File: config.mk
export PLATFORM = sky130hd
export DESIGN_NAME = obi_mem_arbiter
export DESIGN_NICKNAME = d
export VERILOG_FILES = /design/src/rtl/obi_arb_pkg.sv /design/src/rtl/obi_arb_src_fifo.sv /design/src/rtl/obi_mem_arbiter.sv
export SDC_FILE = /design/constraint.sdc
export NUM_CORES = 1
export LEC_CHECK = 0
export BUFFER_PORTS_ARGS = -buffer_cell sky130_fd_sc_hd__buf_4
export CAP_MARGIN = 20
export CORE_AREA = 3 3 107 109
export CTS_CLUSTER_SIZE = 24
export DETAILED_ROUTE_END_ITERATION = 8
export DIE_AREA = 0 0 110 112
export GPL_ROUTABILITY_DRIVEN = 0
export SLEW_MARGIN = 10
export SYNTH_ARGS = -nofsm -noshare
export SYNTH_HDL_FRONTEND = slang
export SYNTH_SLANG_ARGS = --single-unit
File: constraint.sdc
create_clock -name clk_i -period 1.3 [get_ports clk_i]
set_input_delay 0 -clock clk_i [delete_from_list [all_inputs] [get_ports clk_i]]
set_output_delay 0 -clock clk_i [all_outputs]
set_load 0.005 [all_outputs]
File: src/rtl/obi_arb_pkg.sv
`default_nettype none
// ============================================================================
//  Module  : obi_arb_pkg
//  Brief   : Shared types and default constants for the OBI memory arbiter.
//  Revision: 1.0
// ============================================================================
package obi_arb_pkg;

    typedef enum logic {SRC_INSTR = 1'b0, SRC_DATA = 1'b1} obi_src_e;

    localparam int unsigned c_ADDR_WIDTH      = 32;
    localparam int unsigned c_DATA_WIDTH      = 32;
    localparam int unsigned c_MAX_OUTSTANDING = 2;

endpackage
`default_nettype wire

File: src/rtl/obi_arb_src_fifo.sv
`default_nettype none
// ============================================================================
//  Module  : obi_arb_src_fifo
//  Brief   : In-order FIFO of request source IDs, async active-low reset.
//  Revision: 1.0
// ============================================================================
module obi_arb_src_fifo
    import obi_arb_pkg::*;
#(
    parameter int unsigned DEPTH = c_MAX_OUTSTANDING
) (
    input  logic     clk_i,
    input  logic     rst_ni,
    input  logic     push_i,
    input  obi_src_e src_i,
    input  logic     pop_i,
    output logic     full_o,
    output logic     empty_o,
    output obi_src_e head_o
);

    localparam int unsigned c_PTR_W = (DEPTH > 1) ? $clog2(DEPTH) : 1;
    localparam int unsigned c_CNT_W = $clog2(DEPTH + 1);

    obi_src_e             r_mem [DEPTH];
    logic [c_PTR_W-1:0]   r_wptr;
    logic [c_PTR_W-1:0]   r_rptr;
    logic [c_CNT_W-1:0]   r_count;

    logic w_push;
    logic w_pop;

    function automatic logic [c_PTR_W-1:0] next_ptr(input logic [c_PTR_W-1:0] ptr);
        return (ptr == c_PTR_W'(DEPTH - 1)) ? '0 : ptr + 1'b1;
    endfunction

    assign full_o  = (r_count == c_CNT_W'(DEPTH));
    assign empty_o = (r_count == '0);
    assign head_o  = r_mem[r_rptr];
    assign w_push  = push_i & ~full_o;
    assign w_pop   = pop_i & ~empty_o;

    always_ff @(posedge clk_i) begin
        if (w_push) begin
            r_mem[r_wptr] <= src_i;
        end
    end

    always_ff @(posedge clk_i or negedge rst_ni) begin
        if (!rst_ni) begin
            r_wptr  <= '0;
            r_rptr  <= '0;
            r_count <= '0;
        end else begin
            if (w_push) begin
                r_wptr <= next_ptr(r_wptr);
            end
            if (w_pop) begin
                r_rptr <= next_ptr(r_rptr);
            end
            case ({w_push, w_pop})
                2'b10:   r_count <= r_count + 1'b1;
                2'b01:   r_count <= r_count - 1'b1;
                default: r_count <= r_count;
            endcase
        end
    end

endmodule
`default_nettype wire

File: src/rtl/obi_mem_arbiter.sv
`default_nettype none
// ============================================================================
//  Module  : obi_mem_arbiter
//  Brief   : Shares one OBI memory port between instruction and data ports.
//            OBI_ARB_ROUND_ROBIN_EN selects round-robin (else data priority).
//  Revision: 1.0
// ============================================================================
module obi_mem_arbiter
    import obi_arb_pkg::*;
#(
    parameter int unsigned ADDR_WIDTH      = c_ADDR_WIDTH,
    parameter int unsigned DATA_WIDTH      = c_DATA_WIDTH,
    parameter int unsigned MAX_OUTSTANDING = c_MAX_OUTSTANDING
) (
    input  logic                    clk_i,
    input  logic                    rst_ni,
    input  logic                    instr_req_i,
    output logic                    instr_gnt_o,
    input  logic [ADDR_WIDTH-1:0]   instr_addr_i,
    output logic                    instr_rvalid_o,
    output logic                    instr_err_o,
    output logic [DATA_WIDTH-1:0]   instr_rdata_o,
    input  logic                    data_req_i,
    output logic                    data_gnt_o,
    input  logic [ADDR_WIDTH-1:0]   data_addr_i,
    input  logic                    data_we_i,
    input  logic [DATA_WIDTH/8-1:0] data_be_i,
    input  logic [DATA_WIDTH-1:0]   data_wdata_i,
    output logic                    data_rvalid_o,
    output logic                    data_err_o,
    output logic [DATA_WIDTH-1:0]   data_rdata_o,
    output logic                    mem_req_o,
    input  logic                    mem_gnt_i,
    output logic [ADDR_WIDTH-1:0]   mem_addr_o,
    output logic                    mem_we_o,
    output logic [DATA_WIDTH/8-1:0] mem_be_o,
    output logic [DATA_WIDTH-1:0]   mem_wdata_o,
    input  logic                    mem_rvalid_i,
    input  logic                    mem_err_i,
    input  logic [DATA_WIDTH-1:0]   mem_rdata_i,
    output logic                    unexp_rsp_o
);

    obi_src_e r_last_src;
    logic     r_unexp;

    obi_src_e w_sel;
    obi_src_e w_head;
    logic     w_full;
    logic     w_empty;
    logic     w_hs;
    logic     w_rsp;

    always_comb begin
        w_sel = SRC_INSTR;
`ifdef OBI_ARB_ROUND_ROBIN_EN
        if (instr_req_i && data_req_i) begin
            w_sel = (r_last_src == SRC_INSTR) ? SRC_DATA : SRC_INSTR;
        end else if (data_req_i) begin
            w_sel = SRC_DATA;
        end
`else
        if (data_req_i) begin
            w_sel = SRC_DATA;
        end
`endif
    end

    // Payload stays zero when nobody requests, so idle outputs are all 0.
    always_comb begin
        mem_addr_o  = '0;
        mem_we_o    = 1'b0;
        mem_be_o    = '0;
        mem_wdata_o = '0;
        if (w_sel == SRC_DATA && data_req_i) begin
            mem_addr_o  = data_addr_i;
            mem_we_o    = data_we_i;
            mem_be_o    = data_be_i;
            mem_wdata_o = data_wdata_i;
        end else if (instr_req_i) begin
            mem_addr_o  = instr_addr_i;
            mem_be_o    = '1;
        end
    end

    assign mem_req_o   = (instr_req_i | data_req_i) & ~w_full;
    assign w_hs        = mem_req_o & mem_gnt_i;
    assign instr_gnt_o = w_hs & (w_sel == SRC_INSTR);
    assign data_gnt_o  = w_hs & (w_sel == SRC_DATA);

    assign w_rsp          = mem_rvalid_i & ~w_empty;
    assign instr_rvalid_o = w_rsp & (w_head == SRC_INSTR);
    assign data_rvalid_o  = w_rsp & (w_head == SRC_DATA);
    assign instr_rdata_o  = instr_rvalid_o ? mem_rdata_i : '0;
    assign data_rdata_o   = data_rvalid_o ? mem_rdata_i : '0;
    assign instr_err_o    = instr_rvalid_o & mem_err_i;
    assign data_err_o     = data_rvalid_o & mem_err_i;
    assign unexp_rsp_o    = r_unexp;

    obi_arb_src_fifo #(
        .DEPTH   (MAX_OUTSTANDING)
    ) u_src_fifo (
        .clk_i   (clk_i),
        .rst_ni  (rst_ni),
        .push_i  (w_hs),
        .src_i   (w_sel),
        .pop_i   (mem_rvalid_i),
        .full_o  (w_full),
        .empty_o (w_empty),
        .head_o  (w_head)
    );

    always_ff @(posedge clk_i or negedge rst_ni) begin
        if (!rst_ni) begin
            r_last_src <= SRC_DATA;
            r_unexp    <= 1'b0;
        end else begin
            if (w_hs) begin
                r_last_src <= w_sel;
            end
            if (mem_rvalid_i && w_empty) begin
                r_unexp <= 1'b1;
            end
        end
    end

endmodule
`default_nettype wire

==> flow_metrics.tcl <==
set metrics [dict create \
    status "complete, but fails checks" \
    violations "setup timing" \
    dpl_worst_slack_ns -0.02739 \
    path_delay_family "flip-flops" \
    viasPerCell 3.936 \
    max_freq_mhz 665.6 \
    skew_ns 0.0002433 \
    path_class "flip-flop to primary output" \
    fp.dieW_um 110 \
    cts-root-buf "clkbuf_8" \
    final_nets 615 \
    synthArstFlopShare_pct 71.43 \
    worst_pin_slew_ns 0.3491 \
    n_antenna_cell 0 \
    core.rowCount 38 \
    crit_required_ns 1.30 \
    setup_ws_ns -0.2025 \
    synth-edff-count 2 \
    ir_drop_uv 496.3 \
    ant_nets 0 \
    p_leak_uw 0.002134 \
    comb_power_share_pct 78.8 \
    intPower_uw 2269 \
    routed_wl_um 8750 \
    dp.cells 598 \
    area_delta_synth_final_pct 179.4 \
    ff2ff_path_depth 7 \
    dp_hpwl_um 7626 \
    swShare_pct 34.50 \
    clkLatencyLatePin_ns 0.23 \
    seq_power_share_pct 12.3 \
    ioPinCount 281 \
    report.final.slew_viol_count 0 \
    ys.flop_type "dfrtp_1" \
    tritoncts "built" \
    hold_viol 0 \
    antenna_found_initial 0 \
    fin_util_pct 36.83 \
    floorplan.initialDensity_pct 13.18 \
    wl_per_cell_um 14.27 \
    grt_pass1_vias 2264 \
    grt_pass1_wl_um 11670 \
    tns_ns -11.78 \
    syn_inst 185 \
    drcViolationCount 0 \
    cp.depth 6 \
    critPathBufInv 3 \
    drt_iter0_markers 62 \
    p_switching_uw 1195 \
    slowest_stage "dfrtp_2" \
    setup_violations 72 \
    arrival_ns 1.50 \
    max_stage_delay_ns 0.44 \
    hold_class "primary input to flip-flop" \
    crit_path_start_kind "flip-flop" \
    cts.htree.levels 1 \
    clockBufferDepth 2 \
    endpoint_kind "primary output" \
    worstHoldPathCells 2 \
    pwr-share-clk_pct 8.9 \
    grt_max_degree 49 \
    drv_cap 0 \
    die_area_sq_um 12320 \
    avgSynthCellArea_sq_um 7.622 \
    critPathMaxFanout 34 \
    grt_usage_pct 12.06 \
    clkSinkCount 7 \
    drive_gt1_share_pct 69.13 \
    timing.hold.ws_ns 0.05815 \
    yosysUniqueCellTypes 24 \
    grt-ovfl-total 0 \
    ys_warn_count 0 \
    core_sq_um 10700 \
    synth_nets 326 \
    fin_crit_ns 1.502 \
    final_cell_count_no_fill 613 \
    ys_ff_latch 7 \
    syn_area_sq_um 1410 \
    relSlewSlack_pct 76.72 \
    timing.final.crit_share_pct 115.6 \
    cts_buffers 3 \
    clk_pin_slew_ns 0.04 \
    path_cells "o21ai_4, buf_6, nor2b_4, buf_12, and2_2, buf_4" \
    firstDrtPassIters 3 \
    rsz0062_at_grt "yes" \
    seq_area_frac_synth_pct 13.13 \
    die_height_um 112 \
    port_buffers 280 \
    vias 2413 \
    power.density_nw_per_um2 879.1 \
]
power groups by stage:
| stage | logic [uW] | clock network, uW | registers, uW |
|---|---|---|---|
| 6_report | 2730 | 308 | 427 |
| 5_1_grt | 2950 | 328 | 436 |
| 4_1_cts | 2480 | 319 | 390 |
| 3_5_place_dp | 2320 | 0 | 401 |
| 3_3_place_gp | 2290 | 0 | 394 |
| 2_1_floorplan | 941 | 0 | 397 |
area by class of cell:
class	instances	area, sq um
fill	1084	6758
timing repair buffer	302	2344
multi-input combinational	157	1175
sequential	7	187.7
tap	140	175.2
clock buffer	4	45.04
inverter	3	13.76
kinds of logic (layout without fill, tap and decap cells):
| family | Yosys count | in the layout | share of synthesized area (%) |
|---|---|---|---|
| simple gates | 110 | 110 | 48.98 |
| compound gates | 40 | 40 | 24.93 |
| buf+inv | 21 | 309 | 7.985 |
| flops | 7 | 7 | 13.13 |
| xor+xnor | 5 | 5 | 3.105 |
| fa+ha+maj | 1 | 1 | 0.8872 |
| mux | 1 | 1 | 0.9758 |
path summary, 6_finish.rpt:
| check | from | endpoint | slack [ns] |
|---|---|---|---|
| max | u_src_fifo.r_count[1]$_DFFE_PN0P_ | instr_rdata_o[0] | -0.20 |
| min | mem_rvalid_i | unexp_rsp_o$_DFFE_PN0P_ | 0.06 |
| max reg2reg | u_src_fifo.r_count[0]$_DFFE_PN0P_ | u_src_fifo.r_count[1]$_DFFE_PN0P_ | -0.08 |
| min reg2reg | unexp_rsp_o$_DFFE_PN0P_ | unexp_rsp_o$_DFFE_PN0P_ | 0.48 |
| max in group asynchronous | rst_ni | u_src_fifo.r_count[0]$_DFFE_PN0P_ | 1.05 |
| min in group asynchronous | rst_ni | u_src_fifo.r_rptr$_DFFE_PN0P_ | 0.13 |
sequential cells by signal, summed over array words and instances (netlist names):
signal              flops
u_src_fifo.r_count      2
u_src_fifo.r_mem        2
u_src_fifo.r_rptr       1
u_src_fifo.r_wptr       1
unexp_rsp_o             1
synth_stat cells (2+ instances only):
cell type / count / area (sq um)
and2_1: 95 / 594.3
a22o_1: 31 / 271.5
buf_2: 9 / 45.04
clkbuf_1: 6 / 22.52
dfrtp_1: 5 / 125.1
xnor2_1: 5 / 43.79
a21o_1: 4 / 30.03
and2_2: 4 / 30.03
nor2_1: 4 / 15.01
buf_6: 3 / 33.78
inv_1: 3 / 11.26
and3_1: 2 / 12.51
edfxtp_1: 2 / 60.06
nand2_1: 2 / 7.510
cell usage in the layout, fill, tap and decap left out, types with 2 or more instances in the layout:
| cell | count |
|---|---|
| nand2_1 | 2 |
| xnor2_1 | 5 |
| nor2_1 | 2 |
| and2_2 | 4 |
| and2_4 | 2 |
| edfxtp_1 | 2 |
| dfrtp_2 | 2 |
| a22o_1 | 31 |
| inv_2 | 2 |
| dfrtp_1 | 3 |
| and2_1 | 93 |
| buf_12 | 2 |
| clkbuf_8 | 3 |
| buf_6 | 13 |
| a21o_1 | 4 |
| nor2_4 | 3 |
| buf_4 | 286 |
layer usage:
layer	global-route usage (%)	vias up	wire (um)
li1	-	1191	-
met1	11.50	1058	2860
met2	24.64	154	4821
met3	3.188	10	981
met4	2.660	0	87
met5	0	-	0
timing repair:
action	4_1_cts	5_1_grt
endpoints found under the hold margin	5	0
pin swaps	2	4
buffers inserted	5	5
gates resized for setup	3	26
setup endpoints to repair	71	71
hold buffers	1	0
through the flow:
| stage | instance area (sq um) | total power, uW |
|---|---|---|
| 2_1_floorplan | 1414 | 1338 |
| 3_3_place_gp | 3700 | 2687 |
| 3_5_place_dp | 3700 | 2724 |
| 4_1_cts | 3817 | 3187 |
| 5_1_grt | 3940 | 3712 |
| 6_report | 3940 | 3464 |
No activity file was read; power rests on OpenSTA's default activity.
